[src/rtl/op_cls_pkg.sv]
// rtl/op_cls_pkg.sv - opcode/class types, classifier patterns and classify function
package op_cls_pkg;

    typedef logic [6:0] op_t;
    typedef logic [2:0] cls_t;

    localparam logic [3:0] PAT_CLS1 = 4'b0?00;
    localparam logic [3:0] PAT_CLS2 = 4'b0?01;
    localparam logic [3:0] PAT_CLS3 = 4'b1??1;
    localparam logic [3:0] PAT_CLS4 = 4'b1??0;
    localparam logic [3:0] PAT_CLS5 = 4'b0?1?;

    localparam cls_t CLS_ILLEGAL = 3'd0;

    // Only op[3:0] is decoded; any nonzero high nibble is rejected outright.
    function automatic cls_t op_classify(input op_t op);
        cls_t c;
        c = CLS_ILLEGAL;
        if (op[6:4] == 3'b000) begin
            unique casez (op[3:0])
                PAT_CLS1: c = 3'd1;
                PAT_CLS2: c = 3'd2;
                PAT_CLS3: c = 3'd3;
                PAT_CLS4: c = 3'd4;
                PAT_CLS5: c = 3'd5;
                default:  c = CLS_ILLEGAL;
            endcase
        end
        return c;
    endfunction

endpackage

[src/rtl/op_rr_arb.sv]
// rtl/op_rr_arb.sv - round-robin arbiter with pointer register and enable
module op_rr_arb #(
    parameter  int NREQ = 4,
    localparam int SRCW = $clog2(NREQ)
) (
    input  logic            clk,
    input  logic            reset,
    input  logic            en,
    input  logic [NREQ-1:0] req,
    output logic [NREQ-1:0] grant,
    output logic [SRCW-1:0] grant_idx,
    output logic            grant_valid
);

    logic [SRCW-1:0] r_ptr;
    logic            w_found;
    logic [SRCW-1:0] w_idx;
    int              w_j;

    // First requester at or after the pointer, wrapping modulo NREQ.
    always_comb begin
        w_found = 1'b0;
        w_idx   = '0;
        w_j     = 0;
        for (int i = 0; i < NREQ; i++) begin
            w_j = int'(r_ptr) + i;
            if (w_j >= NREQ) w_j = w_j - NREQ;
            if (!w_found && req[w_j]) begin
                w_found = 1'b1;
                w_idx   = SRCW'(w_j);
            end
        end
    end

    assign grant_valid = en && w_found;
    assign grant_idx   = w_idx;
    assign grant       = grant_valid ? (NREQ'(1) << w_idx) : '0;

    always_ff @(posedge clk) begin
        if (reset) begin
            r_ptr <= '0;
        end else if (grant_valid) begin
            r_ptr <= (w_idx == SRCW'(NREQ - 1)) ? '0 : w_idx + SRCW'(1);
        end
    end

endmodule

[src/rtl/op_class_dispatch.sv]
// rtl/op_class_dispatch.sv - arbitrated opcode dispatcher; OPCLS_STATS_EN adds stat_cnt
module op_class_dispatch
    import op_cls_pkg::*;
#(
    parameter  int NREQ = 4,
    localparam int SRCW = $clog2(NREQ)
) (
    input  logic                 clk,
    input  logic                 reset,
    input  logic [NREQ-1:0]      req_valid,
    input  logic [NREQ-1:0][6:0] req_op,
    output logic [NREQ-1:0]      req_ready,
    output logic                 iss_valid,
    output logic [2:0]           iss_cls,
    output logic [6:0]           iss_op,
    output logic [SRCW-1:0]      iss_src,
    input  logic [4:0]           cls_ready,
    output logic                 err_valid,
    output logic [SRCW-1:0]      err_src,
    output logic                 err_seen
`ifdef OPCLS_STATS_EN
   ,output logic [5:0][15:0]     stat_cnt
`endif
);

    logic            r_full;
    cls_t            r_cls;
    op_t             r_op;
    logic [SRCW-1:0] r_src;
    logic            r_err_valid;
    logic [SRCW-1:0] r_err_src;
    logic            r_err_seen;

    logic [7:0]      w_rdy_ext;
    logic            w_drain;
    logic            w_en;
    logic            w_gnt_valid;
    logic [SRCW-1:0] w_gnt_idx;
    op_t             w_gnt_op;
    cls_t            w_gnt_cls;
    logic            w_illegal;

    // Class k lives at bit k so r_cls indexes directly; bit 0 (empty class) reads 0.
    assign w_rdy_ext = {2'b00, cls_ready, 1'b0};
    assign w_drain   = r_full && w_rdy_ext[r_cls];
    assign w_en      = !reset && (!r_full || w_drain);

    op_rr_arb #(.NREQ(NREQ)) u_arb (
        .clk         (clk),
        .reset       (reset),
        .en          (w_en),
        .req         (req_valid),
        .grant       (req_ready),
        .grant_idx   (w_gnt_idx),
        .grant_valid (w_gnt_valid)
    );

    assign w_gnt_op  = req_op[w_gnt_idx];
    assign w_gnt_cls = op_classify(w_gnt_op);
    assign w_illegal = w_gnt_valid && (w_gnt_cls == CLS_ILLEGAL);

    always_ff @(posedge clk) begin
        if (reset) begin
            r_full      <= 1'b0;
            r_cls       <= '0;
            r_op        <= '0;
            r_src       <= '0;
            r_err_valid <= 1'b0;
            r_err_src   <= '0;
            r_err_seen  <= 1'b0;
        end else begin
            r_err_valid <= 1'b0;
            if (w_gnt_valid && !w_illegal) begin
                r_full <= 1'b1;
                r_cls  <= w_gnt_cls;
                r_op   <= w_gnt_op;
                r_src  <= w_gnt_idx;
            end else begin
                if (w_illegal) begin
                    r_err_valid <= 1'b1;
                    r_err_src   <= w_gnt_idx;
                    r_err_seen  <= 1'b1;
                end
                if (w_drain) r_full <= 1'b0;
            end
        end
    end

    assign iss_valid = r_full;
    assign iss_cls   = r_cls;
    assign iss_op    = r_op;
    assign iss_src   = r_src;
    assign err_valid = r_err_valid;
    assign err_src   = r_err_src;
    assign err_seen  = r_err_seen;

`ifdef OPCLS_STATS_EN
    logic [5:0][15:0] r_stat_cnt;

    always_ff @(posedge clk) begin
        if (reset) begin
            r_stat_cnt <= '0;
        end else begin
            for (int k = 0; k < 5; k++) begin
                if (w_drain && r_cls == cls_t'(k + 1) && r_stat_cnt[k] != 16'hFFFF)
                    r_stat_cnt[k] <= r_stat_cnt[k] + 16'd1;
            end
            if (w_illegal && r_stat_cnt[5] != 16'hFFFF)
                r_stat_cnt[5] <= r_stat_cnt[5] + 16'd1;
        end
    end

    assign stat_cnt = r_stat_cnt;
`endif

endmodule
[config.mk]
export PLATFORM = sky130hd
export DESIGN_NAME = op_class_dispatch
export DESIGN_NICKNAME = d
export VERILOG_FILES = /design/src/rtl/op_cls_pkg.sv /design/src/rtl/op_rr_arb.sv /design/src/rtl/op_class_dispatch.sv
export SDC_FILE = /design/constraint.sdc
export NUM_CORES = 1
export LEC_CHECK = 0
export CAP_MARGIN = 10
export CORE_UTILIZATION = 39
export CTS_CLUSTER_DIAMETER = 100
export DETAILED_ROUTE_END_ITERATION = 6
export HOLD_SLACK_MARGIN = 0.15
export PLACE_DENSITY_LB_ADDON = 0.25
export SETUP_SLACK_MARGIN = 0.4
export SYNTH_ARGS = -nofsm -noshare
export SYNTH_HDL_FRONTEND = slang
export SYNTH_SLANG_ARGS = --single-unit
[constraint.sdc]
create_clock -name clk -period 2.7 [get_ports clk]
set_input_delay 0.27 -clock clk [delete_from_list [all_inputs] [get_ports clk]]
set_output_delay 0.27 -clock clk [all_outputs]
set_load 0.03 [all_outputs]
# --- After elaboration in Yosys (flattened, before gate mapping) ---
# Index checks and enable logic that the tools add are counted.
op_classes:
  shift: 1
  n_mux: 35
  eq_ne: 5
  mul: 0
  n_reduce_logical: 21
  n_bitwise: 1
  magnitude_cmp: 10
  div: 0
  addsub: 8
op_table:
  columns: ["cell", "n"]
  rows:
  - ["$lt A32 B4 Y1 const B", 4]
  - ["$mux W32", 4]
  - ["$ge A32 B4 Y1 const B", 3]
  - ["$sub A32 B4 Y32 const B", 3]
  - ["$mux W1", 16]
  - ["$pmux W3 S5", 1]
  - ["$bmux W7 S2", 1]
  - ["$mux W2", 5]
  - ["$logic_not A3 Y1", 3]
  - ["$bmux W1 S2", 4]
  - ["$logic_and A1 B1 Y1", 8]
  - ["$mux W7", 1]
  - ["$add A2 B2 Y3 const B", 2]
  - ["$eq A2 B2 Y1 const B", 3]
  - ["$logic_not A1 Y1", 6]
  - ["$lt A3 B4 Y1 const B", 1]
  - ["$mux W4", 1]
  - ["$shl A1 B2 Y4 const A", 1]
  - ["$sub A2 B3 Y4 const B", 1]
  - ["$add A2 B1 Y3 const B", 1]
  - ["$bmux W1 S3", 1]
  - ["$eq A3 B1 Y1 const B", 1]
  - ["$ge A2 B3 Y1 const B", 1]
  - ["$lt A2 B3 Y1 const B", 1]
  - ["8 further kinds", 8]
word_totals:
  n_memories: 0
  register_bits: 19
  wordCells: 89
  ram_bits: 0
  latchBits: 0
  rom_bits: 0
  inputBits: 39
  out_inout_bits: 21

# --- Logic depth before layout (Yosys ltp) ---
depth:
  word_depth: 26
  ltp_mapped: 10
  ltp_nobuf: 8

# --- Hierarchy ---
# From an unflattened synthesis, not the netlist that was laid out.
unflattened:
  hier_cells: 118
  hier_area_um2: 1097.3
modules_own_cells:
  columns: ["module", "seq_area_each_um2", "cells_per_inst", "area_per_inst_um2", "n_inst"]
  rows:
  - ["op_class_dispatch", 340.3, 87, 843.3, 1]
  - ["op_rr_arb", 40.0, 31, 254.0, 1]

# --- Worst setup path after synthesis ---
# OpenSTA, ideal clock, no wires.
synth_timing:
  path_kind: "register -> output"
  startpoint: "register r_cls[0], in the netlist iss_cls[0]"
  endpoint: "output req_ready[0]"
  n_path_buf: 1
  setup_slack_ns: 0.558
  arrival_time_ns: 1.872
  t_required_ns: 2.430
  path_stages_with_launch: 7
  cell_sequence: "dfxtp_1 -> mux2_1 -> a221o_1 -> a21boi_1 -> nor3_1 -> buf_2 -> and2_1"
synth_via:
  elab_chain_len: 7
synth_rtl:
  columns: ["item", "line", "source"]
  rows:
  - ["start, declared", "op_class_dispatch.sv:27", "cls_t r_cls;"]
  - ["start signal, assigned", "op_class_dispatch.sv:75", "r_cls <= w_gnt_cls;"]
  - ["$bmux W1 S3", "op_class_dispatch.sv:45", "assign w_drain = r_full && w_rdy_ext[r_cls];"]
  - ["$mux W1 (implied by the code)", "op_class_dispatch.sv:45", null]
  - ["$logic_and A1 B1 Y1", "op_class_dispatch.sv:45", null]
  - ["$logic_or A1 B1 Y1", "op_class_dispatch.sv:46", "assign w_en = !reset && (!r_full || w_drain);"]
  - ["$logic_and A1 B1 Y1", "op_class_dispatch.sv:46", null]
  - ["$logic_and A1 B1 Y1", "op_rr_arb.sv:35", "assign grant_valid = en && w_found;"]
  - ["$mux W4", "op_rr_arb.sv:37", "assign grant = grant_valid ? (NREQ'(1) << w_idx) : '0;"]
  - ["end, declared", "op_class_dispatch.sv:12", "output logic [NREQ-1:0] req_ready,"]
# No other way between the ends. The select of a mux whose other input is x is not followed.

# --- Final worst setup path ---
layout_timing:
  startpoint: "register r_cls[0], in the netlist iss_cls[0]"
  endpoint: "output req_ready[2]"
# Same word-level chain as after synthesis.

==> flow_metrics.py <==
metrics = {
    "sta": {
        "fin_crit_sh_pct": 84.9,
        "finalSetupViolations": 0,
        "rsz0062_at_grt": "true",
        "fin_crit_ps": 2290,
        "relSlewSlack_pct": 73.9,
        "tns_ps": 0,
        "finClkSkew_ps": 5.34,
        "max_freq_mhz": 436,
        "final-max-slew-violation-count": 0,
        "tightest_slew_ps": 387,
        "final-hold-violation-count": 0,
    },
    "run_status": {
        "status": "finished, final reports clean",
    },
    "placement": {
        "gp_congestion": 0.830,
        "placed_cell_area_sq_um": 1730,
        "port_buffers": 59,
        "dp.cells": 210,
        "dpl.hpwl_um": 2340,
    },
    "drt": {
        "final_antenna_net_count": 0,
        "wire_per_inst_um": 14.3,
        "drt-initial-drc-count": 11,
        "drcViolationCount": 0,
        "num_vias": 1168,
        "viasPerCell": 5.33,
        "wl_um": 3120,
        "dr.pass1.iters": 4,
    },
    "final_layout": {
        "final_common_cell": "clkdlybuf4s50_1",
        "finalInstanceArea_sq_um": 1850,
        "utilization_pct": 67.2,
        "layout_common_cells": "clkdlybuf4s50_1, dfxtp_1, mux2i_1",
        "n_fill_cell": 241,
        "syn_to_final_growth_pct": 64.5,
        "layout-drive-gt1-share_pct": 18.6,
        "finalNetCount": 232,
        "stdcell_count": 219,
        "diodes": 0,
    },
    "logic_synthesis": {
        "synth_top_area_share_pct": 33.7,
        "synth_area_leader_cell": "dfxtp_1",
        "ys_ff_latch": 19,
        "yosysWarnings": 0,
        "ys.flop_type": "dfxtp_1",
        "synth.top_cells.by_area": "dfxtp_1, mux2i_1, ha_1",
        "synth.distinct_cells": 38,
        "syn_area_per_cell_sq_um": 9.09,
        "synth-simple-area-share_pct": 24.4,
        "muxShareOfSynthArea_pct": 16.8,
        "synthAdderAreaFrac_pct": 4.44,
        "synth_top_family_by_area": "simple AND/OR/NAND/NOR gates",
        "synth-edff-count": 0,
        "ys_async_sr_fraction_pct": 0,
        "yosysSeqAreaShare_pct": 33.7,
        "synthXorXnorAreaFrac_pct": 0,
        "synth_area_sq_um": 1130,
        "postSynthCellCount": 124,
        "synth-compound-area-share_pct": 14.3,
        "synth_nets": 167,
    },
    "floorplanning": {
        "die_w_um": 55.8,
        "fp.dieArea_sq_um": 3110,
        "fp-row-count": 19,
        "start_util_pct": 40.9,
        "boundaryPins": 60,
        "core_sq_um": 2760,
        "die_h_um": 55.8,
    },
    "critical_path": {
        "cpMaxStageDelayCell": "dfxtp_4",
        "critical_path_buf_inv_count": 2,
        "cp-end-kind": "primary output",
        "r2r_slack_ps": 570,
        "path_class": "register to primary output",
        "rr_endpoint": "iss_cls[0]",
        "cp.required_ps": 2430,
        "path_cells": "mux2_4 -> a221o_1 -> a21boi_2 -> nor3_2 -> buf_4 -> and2_1 -> buf_6",
        "crit_arrival_ps": 2020,
        "start_kind": "register",
        "crit_path_max_fanout": 3,
        "worstReg2RegStart": "iss_cls[0]",
        "slowest_delay_ps": 370,
        "rr_worst_depth": 10,
        "crit_family": "compound AO/OA/AOI/OAI gates",
    },
    "cts": {
        "insertion_delay_ps": 300,
        "h-tree-depth": 1,
        "clkSinkCount": 19,
        "cts_buffers": 3,
        "cts_tree": "built",
        "path_clk_slew_ps": 120,
        "postCtsHoldBufs": 0,
        "root_buffer": "clkbuf_4",
        "cts_buffer_depth": 2,
    },
    "grt": {
        "grt_pass1_wl_um": 5260,
        "track_usage_pct": 21.1,
        "grt_max_degree": 19,
        "grt_antenna_before_repair": 0,
        "grt_pass1_vias": 1224,
        "grt-ovfl-total": 0,
    },
    "power": {
        "p_leak_nw": 0.731,
        "vdd_drop_max_v": 0.000597,
        "power_mw": 1.43,
        "powerDensity_nw_per_um2": 770,
    },
    "min_path": {
        "hold_path.class": "register to register",
        "worstHoldPathCells": 2,
        "min_to": "iss_src[1]",
        "min_from": "iss_src[1]",
    },
    "job": {
        "cap_violations": 0,
    },
}
## worst min-delay path, cell delays in order (launching register included)
cell and delay, ps:
dfxtp_1 330, nand2_1 50, a21oi_1 50
## Yosys cell counts (2+ instances only)
master / number
nand2b_1: 3
a221o_1: 2
and2_1: 5
a21oi_1: 3
ha_1: 4
nand3b_1: 6
mux2_1: 3
nor2_1: 10
nor2b_1: 3
nand3_1: 2
buf_4: 2
buf_2: 2
mux2i_1: 13
buf_6: 2
clkbuf_1: 2
dfxtp_1: 19
nor3b_1: 3
o21ai_1: 7
nor3_1: 4
or3_1: 3
o211ai_2: 2
nand2_1: 8
## repair_timing
| action | 4_1_cts | 5_1_grt |
|---|---|---|
| hold endpoints to repair | 0 | 0 |
| endpoints found under the setup margin | 5 | 8 |
| resized for setup | 22 | 10 |
| setup buffers | 4 | 1 |
| pin swaps | 3 | 4 |
## report_power, final
group          switching (mW)  internal [mW]  leakage [nW]
Combinational           0.455          0.412         0.560
Clock                  0.0937         0.0565        0.0139
Sequential             0.0516          0.360         0.157
## sequential cells by signal, summed over array words and instances (netlist names)
register,count
iss_valid,1
iss_src,2
err_valid,1
iss_cls,3
err_src,2
u_arb.r_ptr,2
iss_op,7
err_seen,1
## how the worst max path moves through the flow
stage / start / to / slack (ps) / depth (start not counted)
final: iss_cls[0] / req_ready[2] / 410 / 7
after detailed placement: req_valid[2] / req_ready[1] / -40 / 8
after floorplan: iss_cls[0] / req_ready[0] / 560 / 6
after global routing: iss_cls[0] / req_ready[2] / 350 / 7
after CTS: iss_cls[0] / req_ready[2] / 410 / 7
after global placement: req_valid[2] / req_ready[1] / 40 / 8
## cell type report
type,instances,area (sq um),share of cell area (%)
clock buffers,3,22.5,1.21
clock inverters,1,7.51,0.405
inverters,3,16.3,0.877
multi-input cells,94,711,38.3
flip-flops and latches,19,388,20.9
well taps,31,38.8,2.09
repair buffers,68,671,36.2
## per-layer routing
metal,GRT usage (%),part of all wire [%],up-vias
met2,40.1,53,35
met1,22.1,40,561
met5,0,0,-
met4,6.07,1.1,0
li1,-,-,566
met3,6.51,5.8,6
## kinds of logic after synthesis
| family | count (synthesis) |
|---|---|
| DFF | 19 |
| AOI/OAI and AO/OA | 22 |
| adders and majority gates | 4 |
| muxes | 18 |
| and+or+nand+nor | 50 |
| buffers and inverters | 11 |
## stage by stage
step	setup slack, ps	hold WS [ps]
global route	352	505
global placement	38.8	442
finish	409	461
floorplan	558	473
detailed placement	-35.7	450
CTS	406	468
Power figures use the tool's default switching activity.
